`config.mk`:
```
export PLATFORM = sky130hd
export DESIGN_NAME = fetch_unit
export DESIGN_NICKNAME = d
export VERILOG_FILES = /design/src/rtl/fetch_pkg.sv /design/src/rtl/fetch_fifo.sv /design/src/rtl/fetch_unit.sv
export SDC_FILE = /design/constraint.sdc
export NUM_CORES = 1
export LEC_CHECK = 0
export ABC_CLOCK_PERIOD_IN_PS = 8200
export CORE_UTILIZATION = 59
export CTS_BUF_LIST = sky130_fd_sc_hd__clkbuf_4 sky130_fd_sc_hd__clkbuf_8 sky130_fd_sc_hd__clkbuf_16
export DETAILED_ROUTE_END_ITERATION = 12
export PLACE_DENSITY = 0.95
export SLEW_MARGIN = 10
export SYNTH_ARGS = -nofsm -noshare
export SYNTH_HDL_FRONTEND = slang
export SYNTH_HIERARCHICAL = 1
export SYNTH_SLANG_ARGS = --single-unit
export TNS_END_PERCENT = 100
```
`constraint.sdc`:
```
create_clock -name clk -period 8.2 [get_ports clk]
set_clock_uncertainty 0.05 [all_clocks]
set_input_delay 1.64 -clock clk [delete_from_list [all_inputs] [get_ports clk]]
set_output_delay 1.64 -clock clk [all_outputs]
set_load 0.1 [all_outputs]
```
`src/rtl/fetch_pkg.sv`:
```
// Shared types and helpers for the fetch front end (fetch_unit, fetch_fifo).
package fetch_pkg;

    localparam int INSTR_W    = 32;
    localparam int PC_STEP    = 4;
    localparam int ENTRY_PC_W = 64;

    typedef struct packed {
        logic [ENTRY_PC_W-1:0] pc;
        logic [INSTR_W-1:0]    instr;
    } fetch_entry_t;

    function automatic logic [ENTRY_PC_W-1:0] align_pc(input logic [ENTRY_PC_W-1:0] addr);
        return addr & ~ENTRY_PC_W'(3);
    endfunction

endpackage

```
`src/rtl/fetch_fifo.sv`:
```
// Synchronous FIFO of fetch entries; flush beats push and pop, and pops on empty are ignored.
module fetch_fifo
    import fetch_pkg::*;
#(
    parameter int DEPTH = 4,
    localparam int PTR_W = $clog2(DEPTH),
    localparam int CNT_W = PTR_W + 1
) (
    input  logic             clk_i,
    input  logic             reset_i,
    input  logic             flush_i,
    input  logic             push_i,
    input  logic             pop_i,
    input  fetch_entry_t     wdata_i,
    output fetch_entry_t     rdata_o,
    output logic             full_o,
    output logic             empty_o,
    output logic [CNT_W-1:0] count_o
);

    fetch_entry_t     mem_q [DEPTH];
    logic [PTR_W-1:0] head_q, head_d;
    logic [PTR_W-1:0] tail_q, tail_d;
    logic [CNT_W-1:0] count_q, count_d;
    logic             do_push;
    logic             do_pop;

    always_comb begin
        do_pop  = pop_i && (count_q != '0);
        do_push = push_i && ((count_q != CNT_W'(DEPTH)) || do_pop);
        head_d  = head_q;
        tail_d  = tail_q;
        count_d = count_q;
        if (flush_i) begin
            head_d  = '0;
            tail_d  = '0;
            count_d = '0;
        end else begin
            if (do_pop) begin
                head_d = head_q + 1'b1;
            end
            if (do_push) begin
                tail_d = tail_q + 1'b1;
            end
            count_d = count_q + CNT_W'(do_push) - CNT_W'(do_pop);
        end
    end

    always_ff @(posedge clk_i) begin
        if (reset_i) begin
            head_q  <= '0;
            tail_q  <= '0;
            count_q <= '0;
        end else begin
            head_q  <= head_d;
            tail_q  <= tail_d;
            count_q <= count_d;
        end
    end

    // Storage is left unreset; the top zeroes its outputs whenever the queue is empty.
    always_ff @(posedge clk_i) begin
        if (!reset_i && !flush_i && do_push) begin
            mem_q[tail_q] <= wdata_i;
        end
    end

    assign rdata_o = mem_q[head_q];
    assign full_o  = (count_q == CNT_W'(DEPTH));
    assign empty_o = (count_q == '0);
    assign count_o = count_q;

endmodule

```
`src/rtl/fetch_unit.sv`:
```
// Fetch front end: PC generation, fetch queue and redirect flush.
// Optional macro FETCH_BYPASS_EN lets decode take the current fetch directly when the queue is empty.
module fetch_unit
    import fetch_pkg::*;
#(
    parameter int              ADDR_W   = 64,
    parameter int              DEPTH    = 4,
    parameter logic [ADDR_W-1:0] RESET_PC = '0
) (
    input  logic                     clk,
    input  logic                     reset,
    output logic [ADDR_W-1:0]        imem_addr,
    input  logic [INSTR_W-1:0]       imem_rdata,
    input  logic                     redirect,
    input  logic [ADDR_W-1:0]        redirect_pc,
    output logic                     instr_valid,
    input  logic                     instr_ready,
    output logic [INSTR_W-1:0]       instr,
    output logic [ADDR_W-1:0]        instr_pc,
    output logic [$clog2(DEPTH):0]   occupancy
);

    logic [ADDR_W-1:0]        pc_q, pc_d;
    logic                     push;
    logic                     pop;
    logic                     bypass_take;
    logic                     fifo_full;
    logic                     fifo_empty;
    logic [$clog2(DEPTH):0]   fifo_count;
    fetch_entry_t             fifo_wdata;
    fetch_entry_t             fifo_head;
    logic [ENTRY_PC_W-1:0]    target_pc;

    assign imem_addr  = pc_q;
    assign fifo_wdata = '{pc: ENTRY_PC_W'(pc_q), instr: imem_rdata};
    assign target_pc  = align_pc(ENTRY_PC_W'(redirect_pc));

    fetch_fifo #(
        .DEPTH(DEPTH)
    ) u_fifo (
        .clk_i   (clk),
        .reset_i (reset),
        .flush_i (redirect),
        .push_i  (push),
        .pop_i   (pop),
        .wdata_i (fifo_wdata),
        .rdata_o (fifo_head),
        .full_o  (fifo_full),
        .empty_o (fifo_empty),
        .count_o (fifo_count)
    );

    // Outputs are forced to zero during reset so nothing undefined leaks out before the first edge.
    always_comb begin
        pop         = instr_ready && !fifo_empty && !reset;
        bypass_take = 1'b0;
        instr_valid = 1'b0;
        instr       = '0;
        instr_pc    = '0;
        occupancy   = '0;
        if (!reset) begin
            occupancy = fifo_count;
            if (!fifo_empty) begin
                instr_valid = 1'b1;
                instr       = fifo_head.instr;
                instr_pc    = fifo_head.pc[ADDR_W-1:0];
            end
`ifdef FETCH_BYPASS_EN
            else if (!redirect) begin
                instr_valid = 1'b1;
                instr       = imem_rdata;
                instr_pc    = pc_q;
                bypass_take = instr_ready;
            end
`endif
        end
        push = !reset && !redirect && !bypass_take && (!fifo_full || pop);
        pc_d = pc_q;
        if (redirect) begin
            pc_d = target_pc[ADDR_W-1:0];
        end else if (push || bypass_take) begin
            pc_d = pc_q + ADDR_W'(PC_STEP);
        end
    end

    always_ff @(posedge clk) begin
        if (reset) begin
            pc_q <= RESET_PC;
        end else begin
            pc_q <= pc_d;
        end
    end

endmodule

```
==> results.yml <==
timing:
  fin_ws_ps: 2228
  max_slew_margin: 0.2810
  drv_slew: 0
  tightestPinTransition_ps: 1075
  min_period_ps: 5972
  maxClockFrequency_mhz: 167.4
  rsz0062_at_grt: "false"
  hold_viol: 0
  setup-tns-final_ps: 0
  setup-violations-final: 0
  fin_crit_sh: 0.7283
critical_path:
  cpPeakStageDelay_ps: 1140
  cp_cell_sequence: "buf_2, nor2_4, buf_4, and2_1, clkdlybuf4s50_1"
  timing.rr.start: "u_fifo/count_o[1]"
  path_max_fanout: 45
  start_kind: "input pin"
  worstSetupEndpointType: "primary output"
  crit_arrival_ps: 4280
  crit_required_ps: 6510
  reg2regPathDepth: 7
  rrSetupSlack_ps: 4340
  path_class: "in -> out"
  slowest_stage: "clkdlybuf4s50_1"
  r2r-end: "u_fifo/mem_q[1][19]"
placement:
  place_hpwl_um: 28300
  port_buffers: 259
  dpl_cell_area_sq_mm: 0.02175
  post-place-ws_ps: 2200
  gp_congestion: 0.8438
  placed_cells: 1770
floorplan:
  io_pins: 264
  die_area_sq_mm: 0.03259
  core_area_sq_mm: 0.03147
  num_rows: 65
  fp.dieW_um: 180.5
  die_h_um: 180.5
  initial_utilization: 0.5975
clocking:
  cts_tree: "yes"
  cts_made_buffers: 46
  cts_max_level: 2
  cts_hold_buffers: 0
  clkSinkCount: 455
  cts_setup_buffers: 0
  clkSlewWorstSetupHoldPaths_ps: 70
  clkLatencyLatePin_ps: 550
  cts_resized: 0
  clk_path_buf_depth: 3
  clockRootBuffer: "clkbuf_16"
yosys:
  ys_warn_count: 6
  synth_area_per_cell_sq_um: 16.35
  synth_edf_count: 384
  yosys.area.top_type: "edfxtp_1"
  synth_area_sq_mm: 0.01881
  async_flop_share: 0
  synth-main-ff-cell: "edfxtp_1"
  synth_top_area_frac: 0.6131
  synthCells: 1150
  ys_seq_area_frac: 0.6887
  synthTopCellsByArea: "edfxtp_1 (61%), mux4_2 (11%), dfxtp_1 (7.6%), and2_1 (3.4%), nor2_1 (1.2%)"
  ys_types: 67
  ys_seq_elements: 455
hold_path:
  hold_path_depth: 2
  hold_class: "reg -> reg"
  min_from: "u_fifo/tail_q[0]"
  whs_endpoint: "u_fifo/tail_q[0]"
grt:
  gr-usage-all-layers: 0.2825
  grt_max_degree: 78
  grt-ovfl-total: 0
  grt_pass1_wl_um: 69970
  grt_pass1_vias: 12030
  antenna_found_initial: 2
run:
  drv_cap: 0
power_and_ir_drop:
  power_leakage_nw: 7.407
  pwr_density_cell_mw_per_mm2: 219.9
  peakVddDrop_v: 0.0002161
detailed_routing:
  drt-initial-drc-count: 911
  drt_wl_total_um: 45760
  wl_per_cell_um: 24.72
  drc: 0
  vias: 11720
  ant_nets: 0
  routed_via_density: 6.331
  first_pass_iters: 5
layout:
  num_antenna_cells: 0
  layout.nets: 1523
  area_growth_pct: 23.89
  fillers: 1796
  final_area_sq_mm: 0.02330
  drive_gt1_frac: 0.1449
  finalNonFillerCells: 1851
status:
  status: "finished, final reports clean"
-- worst max-delay path by stage --
stage / start / end / slack (ps)
floorplan: reset / instr[22] / 2570
global placement: reset / instr_pc[63] / 2290
detailed placement: reset / instr_pc[28] / 2200
CTS: reset / instr_pc[28] / 2210
global route: reset / instr[17] / 2110
finish: reset / instr_pc[28] / 2230
-- stage by stage --
stage	util	total power [mW]	hold slack [ps]
floorplan	-	2.903	417.7
global placement	0.6911	3.041	425.9
detailed placement	0.6911	3.053	454.0
CTS	0.7403	5.152	463.1
global route	0.7403	5.254	491.1
finish	0.7403	5.123	472.2
-- synthesized netlist by cell type, types with 4 or more instances --
master / number
a211oi_1: 22
a21oi_1: 16
a311oi_1: 22
a31oi_1: 5
and2_1: 102
and3_1: 17
and4_1: 5
buf_2: 12
buf_8: 4
clkbuf_1: 43
dfxtp_1: 71
edfxtp_1: 384
ha_1: 6
inv_1: 17
mux4_2: 96
nand2_1: 56
nand3_1: 20
nand4_1: 27
nand4b_1: 4
nor2_1: 58
nor2b_1: 5
nor3_1: 14
nor4_1: 5
o211ai_1: 6
o21ai_0: 11
o31ai_1: 11
o41ai_1: 5
or3_1: 15
or4_1: 11
xnor2_1: 7
xor2_1: 19
-- cell type report --
cell class / count / area, sq um / area share
Clock inverter: 12 / 140.1 / 0.006014
Tap cell: 402 / 503.0 / 0.02159
Timing Repair Buffer: 273 / 2705 / 0.1161
Inverter: 18 / 67.56 / 0.002900
Sequential cell: 455 / 12960 / 0.5562
Clock buffer: 69 / 1408 / 0.06041
Multi-Input combinational cell: 622 / 5517 / 0.2368
-- cell families (layout without fill, tap and decap cells) --
family          count (synthesis)  in the layout  synth area share
mux                           101            101            0.1178
other cells                     1             10         0.0001994
flops                         455            455            0.6887
compound gates                118            118           0.04710
fa+ha+maj                       7              7          0.005056
buf+inv                        82            372           0.02122
simple gates                  360            360            0.1078
xor+xnor                       26             26           0.01211
-- routing by layer --
metal | wire length (um) | track usage
met3 | 3653 | 0.05578
met1 | 17690 | 0.3649
met2 | 23180 | 0.4860
met5 | 11 | 0
met4 | 1225 | 0.08684
-- cells in the final DEF (no fill, tap or decap), drive strengths merged, types with 5 or more instances in the layout --
cell type      synthesis  final
a31oi                  5      5
a2111oi                5      5
nor4                   7      7
o21ai                 11     11
nor3                  14     14
inv                   17     19
clkinv                 1      7
dfxtp                 71     71
nand3                 20     20
and2                 102    102
and3                  17     17
xnor2                  7      7
xor2                  19     19
o41ai                  5      5
clkdlybuf4s50          0    258
or4b                   5      5
a21oi                 16     16
a211oi                23     23
mux4                  96     96
nand4                 29     29
a311oi                22     22
ha                     6      6
clkbuf                43     69
nand2                 56     56
and4                   5      5
o211ai                 6      6
o31ai                 11     11
buf                   21     15
conb                   1     10
or4                   11     11
or3                   15     15
nor2b                  5      5
edfxtp               384    384
nor2                  58     58
-- report_power, final --
| group | total [mW] | switching [mW] | internal, mW |
|---|---|---|---|
| Clock | 2.11 | 0.834 | 1.28 |
| Sequential | 2.60 | 0.0602 | 2.54 |
| Combinational | 0.408 | 0.288 | 0.120 |
-- critical path, delay by kind of cell --
family | cells | cell delay, ps
simple gates | 2 | 910
buf+inv | 3 | 1720
-- registers in the layout (all words and copies together), names as in the netlist, named ones only --
| register | cells |
|---|---|
| u_fifo/mem_q | 384 |
| imem_addr | 62 |
| u_fifo/count_o | 3 |
| u_fifo/head_q | 2 |
| u_fifo/tail_q | 2 |
Note: power is estimated with default switching activity, not from simulation.
